--- src/rtl/rs232_rx.sv ---
// rs232_rx: serial byte receiver for a 16-tick-per-bit RS-232 link.
// Each clk edge is one tick. The receiver detects the start bit, samples
// mid-bit, shifts in 8 data bits LSB-first and checks one stop bit. Good
// bytes are presented under a ready/ack handshake, with framing-error and
// overrun flags.
//
// Ports:
//   clk          tick clock (16x baud), posedge
//   rst_n        asynchronous active-low reset
//   signal_in    serial line, idles high, asynchronous to clk
//   data_ack     consumer takes data_out while data_ready is high
//   data_out     last correctly framed byte
//   data_ready   data_out holds an unconsumed byte
//   frame_error  sticky: last completed frame had a low stop bit
//   overrun      an unconsumed byte was overwritten
//   busy         receiver is not idle
//
// state | meaning
// IDLE  | waiting for a high-to-low transition on the synced line
// START | counting to mid start bit; high there means a glitch
// DATA  | sampling 8 data bits at cnt = 24 + 16*i
// STOP  | sampling the stop bit at cnt = 152, then updating outputs
module rs232_rx (
  input  logic       clk,
  input  logic       rst_n,
  input  logic       signal_in,
  input  logic       data_ack,
  output logic [7:0] data_out,
  output logic       data_ready,
  output logic       frame_error,
  output logic       overrun,
  output logic       busy
);

  typedef enum logic [1:0] {IDLE, START, DATA, STOP} state_t;

  state_t     state_q, state_d;
  logic [7:0] cnt_q, cnt_d;
  logic [7:0] sh_q, sh_d;
  logic [7:0] dout_d;
  logic       rdy_d, fe_d, ovr_d;

  logic       sync1_q, rx, rx_prev, fall_q;

  // Two-flop synchronizer, previous-value flop, and a registered fall pulse.
  // Registering the fall puts START entry three edges after the pin is seen.
  always_ff @(posedge clk or negedge rst_n) begin
    if (!rst_n) begin
      sync1_q <= 1'b1;
      rx      <= 1'b1;
      rx_prev <= 1'b1;
      fall_q  <= 1'b0;
    end else begin
      sync1_q <= signal_in;
      rx      <= sync1_q;
      rx_prev <= rx;
      fall_q  <= rx_prev & ~rx;
    end
  end

  always_ff @(posedge clk or negedge rst_n) begin
    if (!rst_n) begin
      state_q     <= IDLE;
      cnt_q       <= 8'd0;
      sh_q        <= 8'd0;
      data_out    <= 8'd0;
      data_ready  <= 1'b0;
      frame_error <= 1'b0;
      overrun     <= 1'b0;
    end else begin
      state_q     <= state_d;
      cnt_q       <= cnt_d;
      sh_q        <= sh_d;
      data_out    <= dout_d;
      data_ready  <= rdy_d;
      frame_error <= fe_d;
      overrun     <= ovr_d;
    end
  end

  always_comb begin
    state_d = state_q;
    cnt_d   = cnt_q;
    sh_d    = sh_q;
    dout_d  = data_out;
    rdy_d   = data_ready;
    fe_d    = frame_error;
    ovr_d   = overrun;

    if (data_ready && data_ack) begin
      rdy_d = 1'b0;
      ovr_d = 1'b0;
    end

    case (state_q)
      IDLE: begin
        cnt_d = 8'd0;
        if (fall_q) state_d = START;
      end
      START: begin
        cnt_d = cnt_q + 8'd1;
        if (cnt_q == 8'd8) begin
          if (rx) begin
            state_d = IDLE;
            cnt_d   = 8'd0;
          end else begin
            state_d = DATA;
          end
        end
      end
      DATA: begin
        cnt_d = cnt_q + 8'd1;
        // cnt is always above 8 here, so low nibble 8 hits 24, 40, ... 136
        if (cnt_q[3:0] == 4'h8) begin
          sh_d = {rx, sh_q[7:1]};
          if (cnt_q == 8'd136) state_d = STOP;
        end
      end
      STOP: begin
        cnt_d = cnt_q + 8'd1;
        if (cnt_q == 8'd152) begin
          state_d = IDLE;
          cnt_d   = 8'd0;
          if (rx) begin
            dout_d = sh_q;
            rdy_d  = 1'b1;
            fe_d   = 1'b0;
            // An ack in this same cycle consumed the old byte: no overrun.
            ovr_d  = data_ready & ~data_ack;
          end else begin
            fe_d   = 1'b1;
          end
        end
      end
      default: begin
        state_d = IDLE;
        cnt_d   = 8'd0;
      end
    endcase
  end

  assign busy = (state_q != IDLE);

endmodule

--- config.mk ---
export PLATFORM = sky130hd
export DESIGN_NAME = rs232_rx
export DESIGN_NICKNAME = d
export VERILOG_FILES = /design/src/rtl/rs232_rx.sv
export SDC_FILE = /design/constraint.sdc
export NUM_CORES = 1
export LEC_CHECK = 0
export CAP_MARGIN = 10
export CORE_MARGIN = 5
export CORE_UTILIZATION = 54
export CTS_CLUSTER_SIZE = 10
export DETAILED_ROUTE_END_ITERATION = 8
export HOLD_SLACK_MARGIN = 0.15
export PLACE_DENSITY = 0.84
export SKIP_LAST_GASP = 1
export SLEW_MARGIN = 20
export SYNTH_ARGS = -nofsm -noshare
export SYNTH_HDL_FRONTEND = slang
export SYNTH_SLANG_ARGS = --single-unit
--- constraint.sdc ---
create_clock -name clk -period 2.3 [get_ports clk]
set_input_delay 0.46 -clock clk [delete_from_list [all_inputs] [get_ports clk]]
set_output_delay 0.46 -clock clk [all_outputs]
set_load 0.02 [all_outputs]
==> results of run 1 <==
==> per-stage QoR <==
stage / setup slack [ps] / cells / hold slack (ps) / cell area (µm²)
2_1_floorplan: 567 / 114 / 164 / 1460
3_3_place_gp: 438 / 159 / 346 / 1650
3_5_place_dp: 366 / 159 / 348 / 1650
4_1_cts: 134 / 167 / 362 / 1730
5_1_grt: 82.2 / 167 / 369 / 1730
6_report: 153 / 167 / 360 / 1730
==> cell families after synthesis <==
logic type                 Yosys count  synth area share (%)
AOI/OAI and AO/OA                   22                  11.5
xor gates and xnor gates             3                  1.80
adders and majority gates            2                  1.71
buffers and inverters                6                  2.31
DFF                                 33                  56.8
muxes                               17                  13.0
and+or+nand+nor                     31                  12.9
==> critical path, stage by stage (launching register included) <==
cell,delay (ps)
dfrtp_1,510
or2_2,340
clkdlybuf4s50_1,530
==> Yosys cell counts <==
| master | n |
|---|---|
| dfstp_2 | 3 |
| and3_1 | 1 |
| or3_1 | 3 |
| xor2_1 | 2 |
| a41oi_1 | 2 |
| nor2b_1 | 1 |
| or2_2 | 2 |
| inv_2 | 1 |
| o21ai_0 | 4 |
| nor3_2 | 1 |
| a21boi_0 | 1 |
| a31oi_1 | 1 |
| mux2_2 | 16 |
| nand4_1 | 1 |
| nor3_4 | 1 |
| o311ai_4 | 1 |
| a21oi_1 | 4 |
| nand3b_1 | 1 |
| mux2i_1 | 1 |
| o31ai_1 | 2 |
| a211oi_1 | 1 |
| inv_1 | 2 |
| o41ai_1 | 1 |
| nand4bb_1 | 1 |
| buf_4 | 3 |
| ha_1 | 2 |
| xnor2_1 | 1 |
| nand2_1 | 7 |
| nand3_1 | 3 |
| and3b_1 | 1 |
| or3b_2 | 1 |
| nand4b_1 | 1 |
| o21bai_1 | 1 |
| nand2b_1 | 1 |
| nor2_1 | 5 |
| dfrtp_1 | 30 |
| a211o_1 | 1 |
| a22oi_1 | 3 |
==> final cells by class <==
cell class | count | share of cell area [%]
Tap cell | 30 | 2.17
Clock inverter | 1 | 1.73
Clock buffer | 7 | 3.18
Multi-Input combinational cell | 75 | 34.4
Sequential cell | 33 | 47.9
Inverter | 3 | 0.650
Timing Repair Buffer | 18 | 9.96
==> where the power goes <==
| group | leakage, µW | switching, µW | total, µW | internal, µW |
|---|---|---|---|---|
| logic | 0.000301 | 162 | 303 | 142 |
| registers | 0.000442 | 77.1 | 708 | 631 |
| clock network | 0.0000455 | 177 | 437 | 260 |
| total | 0.000789 | 416 | 1450 | 1030 |
==> final timing paths <==
check,startpoint,end,slack (ps),cells after the start
setup / recovery,state_q[0],busy,150,2
hold / removal,sync1_q,rx,360,0
setup reg to reg,cnt_q[0],data_out[6],370,5
hold reg to reg,sync1_q,rx,360,0
max in group asynchronous,rst_n,rx_prev,1450,2
min in group asynchronous,rst_n,cnt_q[3],520,2
==> per-layer routing <==
layer / GRT usage [%] / vias up / routed length (µm)
met5: 0 / - / 0
met4: 6.67 / 0 / 26
met3: 4.55 / 4 / 119
met2: 23.7 / 24 / 1240
met1: 19.7 / 484 / 1090
li1: - / 462 / -
==> impl_metrics.py, run 1 <==
metrics = {
    "status": {
        "outcome": "finished clean",
    },
    "final_layout": {
        "post-route-util_pct": 68.7,
        "area_growth_pct": 18.7,
        "seq_area_um2": 830,
        "fillers": 174,
        "layout-drive-gt1-share_pct": 26.3,
        "final_common_cell": "dfrtp_1",
        "antenna_cells": 0,
        "top_regs": "cnt_q x8, data_out x8, sh_q x8",
        "nNetsFinal": 142,
        "layout_common_cells": "dfrtp_1, mux2_2, clkdlybuf4s50_1",
        "multi_input_area_um2": 597,
    },
    "drt": {
        "drtAntennaViolNets": 0,
        "via_per_inst": 5.83,
        "wl_um": 2480,
        "wl_per_cell_um": 14.9,
        "drc": 0,
        "firstDrtPassIters": 4,
        "drt_iter0_drc": 83,
        "vias": 974,
    },
    "floorplanning": {
        "design.core.area_um2": 2520,
        "pin_count": 16,
        "fp.dieW_um": 62,
        "rows": 18,
        "die-area_um2": 3840,
        "dieHeight_um": 62,
        "initial_core_util_pct": 57.9,
    },
    "critical_path": {
        "end_kind": "output pin",
        "arrival_ps": 1690,
        "worstSetupPathType": "flop to output pin",
        "crit_fanout": 9,
        "required_ps": 1840,
        "cp-start-kind": "flop",
    },
    "yosys": {
        "synth_seq_cells": 33,
        "synth_area_um2": 1460,
        "synth_area_leader_cell": "dfrtp_1",
        "synthTopCellsByArea": "dfrtp_1, mux2_2, dfstp_2",
        "synth_cell_types": 38,
        "avgSynthCellArea_um2": 12.8,
        "synthCells": 114,
        "syn-num-nets": 120,
        "yosys.area.top_type_share_pct": 51.4,
        "yosysWarningCount": 0,
        "yosysSeqAreaShare_pct": 56.8,
    },
    "clock_network": {
        "cts_tree": "done",
        "postCtsResizedCells": 0,
        "root_buffer": "clkbuf_4",
        "cts_hold_buf": 0,
        "cts_setup_buffers": 0,
        "numCtsBuffers": 5,
        "path_clk_slew_ps": 90,
        "clock-sinks": 33,
        "clock_latency_ps": 320,
        "cts_buffer_depth": 2,
        "htree_num_levels": 2,
    },
    "sta": {
        "period_share_pct": 93.4,
        "period_needed_ps": 2150,
        "slew_violations": 0,
        "finalSetupTns_ps": 0,
        "hold_viol": 0,
        "slew_headroom_pct": 67.1,
        "fmax_ghz": 0.466,
        "finalSetupViolations": 0,
        "worst_pin_slew_ps": 492,
        "clock_skew_ps": 6.06,
        "rsz0062_at_grt": "no",
    },
    "pwr": {
        "powerDensity_nw_per_um2": 836,
        "ir_drop_uv": 588,
        "leakagePower_uw": 0.000789,
        "total_power_uw": 1450,
    },
    "grt": {
        "grt_overflow": 0,
        "track_usage_pct": 15.2,
        "grt_pass1_vias": 930,
        "grt_start_max_net_pins": 34,
        "antenna_found_initial": 0,
        "grt_pass1_wl_um": 4220,
    },
    "min_path": {
        "hp-class": "flop to flop",
    },
    "placement": {
        "gp_congestion": 0.788,
        "hpwlAfterDp_um": 1740,
        "port_buffers": 15,
    },
    "run": {
        "drv_cap": 0,
    },
}
Note: power is estimated with default switching activity, not from simulation.
==> inputs of run 2 (changes only) <==
--- a/config.mk
+++ b/config.mk
@@ -6,7 +6,7 @@
 export NUM_CORES = 1
 export LEC_CHECK = 0
 export CAP_MARGIN = 10
-export CORE_MARGIN = 5
+export CORE_MARGIN = 2
 export CORE_UTILIZATION = 54
 export CTS_CLUSTER_SIZE = 10
 export DETAILED_ROUTE_END_ITERATION = 8
==> impl_metrics.py, run 2 (same netlist as run 1, synthesis figures left out) <==
metrics = {
    "floorplanning": {
        "fp.dieW_um": 56,
        "initial_core_util_pct": 57.9,
        "design.core.area_um2": 2520,
        "dieHeight_um": 56,
        "die-area_um2": 3140,
        "pin_count": 16,
        "rows": 18,
    },
    "clock_network": {
        "clock-sinks": 33,
        "clock_latency_ps": 330,
        "root_buffer": "clkbuf_4",
        "cts_buffer_depth": 2,
        "cts_setup_buffers": 0,
        "path_clk_slew_ps": 90,
        "htree_num_levels": 2,
        "postCtsResizedCells": 0,
        "cts_hold_buf": 0,
        "numCtsBuffers": 5,
        "cts_tree": "done",
    },
    "critical_path": {
        "end_kind": "output pin",
        "cp-start-kind": "flop",
        "crit_fanout": 9,
        "arrival_ps": 1710,
        "worstSetupPathType": "flop to output pin",
        "required_ps": 1840,
    },
    "sta": {
        "timing.hold.ws_ps": 365,
        "slew_headroom_pct": 66.0,
        "rsz0062_at_grt": "no",
        "finalSetupTns_ps": 0,
        "period_share_pct": 94.3,
        "slew_violations": 0,
        "finalSetupViolations": 0,
        "worst_pin_slew_ps": 509,
        "period_needed_ps": 2170,
        "clock_skew_ps": 3.37,
        "hold_viol": 0,
        "setup_slack_ps": 131,
        "fmax_ghz": 0.461,
    },
    "drt": {
        "firstDrtPassIters": 4,
        "wl_per_cell_um": 15.6,
        "drtAntennaViolNets": 0,
        "drc": 0,
        "via_per_inst": 5.93,
        "wl_um": 2600,
        "vias": 990,
        "drt_iter0_drc": 25,
    },
    "final_layout": {
        "fillers": 189,
        "antenna_cells": 0,
        "design_area_um2": 1730,
        "final_common_cell": "dfrtp_1",
        "area_growth_pct": 18.7,
        "top_regs": "cnt_q x8, data_out x8, sh_q x8",
        "layout_common_cells": "dfrtp_1, mux2_2, clkdlybuf4s50_1",
        "nNetsFinal": 142,
        "layout-drive-gt1-share_pct": 26.3,
    },
    "placement": {
        "port_buffers": 15,
        "placed_cell_area_um2": 1650,
        "hpwlAfterDp_um": 1770,
        "preCtsSetupSlack_ps": 322,
        "gp_congestion": 0.749,
    },
    "grt": {
        "grt_overflow": 0,
        "antenna_found_initial": 0,
        "track_usage_pct": 18.4,
        "grt_pass1_vias": 963,
        "grt_pass1_wl_um": 4400,
        "grt_start_max_net_pins": 34,
    },
    "pwr": {
        "leakagePower_uw": 0.000789,
        "total_power_uw": 1460,
        "ir_drop_uv": 556,
        "powerDensity_nw_per_um2": 841,
    },
    "status": {
        "outcome": "finished clean",
    },
    "min_path": {
        "hp-class": "flop to flop",
    },
    "run": {
        "drv_cap": 0,
    },
}
[run 2: final cells by class]
cell class	count	area, µm²	area share (%)
tap	30	37.5	2.17
timing repair buffer	18	173	9.96
clock buffer	7	55.1	3.18
sequential	33	830	47.9
inverter	3	11.3	0.650
multi-input combinational	75	597	34.4
clock inverter	1	30.0	1.73
[run 2: final timing paths]
| check | start | end | slack (ps) | cells past startpoint |
|---|---|---|---|---|
| setup / recovery | state_q[0] | busy | 130 | 2 |
| hold / removal | sync1_q | rx | 370 | 0 |
| setup reg to reg | cnt_q[0] | data_out[6] | 340 | 5 |
| hold reg to reg | sync1_q | rx | 370 | 0 |
| max in group asynchronous | rst_n | sync1_q | 1460 | 2 |
| min in group asynchronous | rst_n | cnt_q[2] | 520 | 2 |
[run 2: layer usage]
layer,wire [µm],GRT usage (%)
met4,44,9.86
met3,108,5.12
met2,1350,29.6
met1,1090,22.2
met5,0,0
[run 2: power by group]
group          internal (µW)  switching, µW  leakage [µW]  total, µW
logic                    141            164      0.000301        305
clock network            259            185     0.0000455        444
registers                631           76.6      0.000442        708
total                   1030            426      0.000789       1460
[run 2: metrics by stage]
step	util, %	cells
global placement	65.3	159
floorplan	-	114
global route	68.7	167
finish	68.7	167
CTS	68.7	167
detailed placement	65.3	159
[run 2: worst max-delay path, cell delays in order, from the launching register on]
cell and delay [ps]:
dfrtp_1 510, or2_2 340, clkdlybuf4s50_1 530
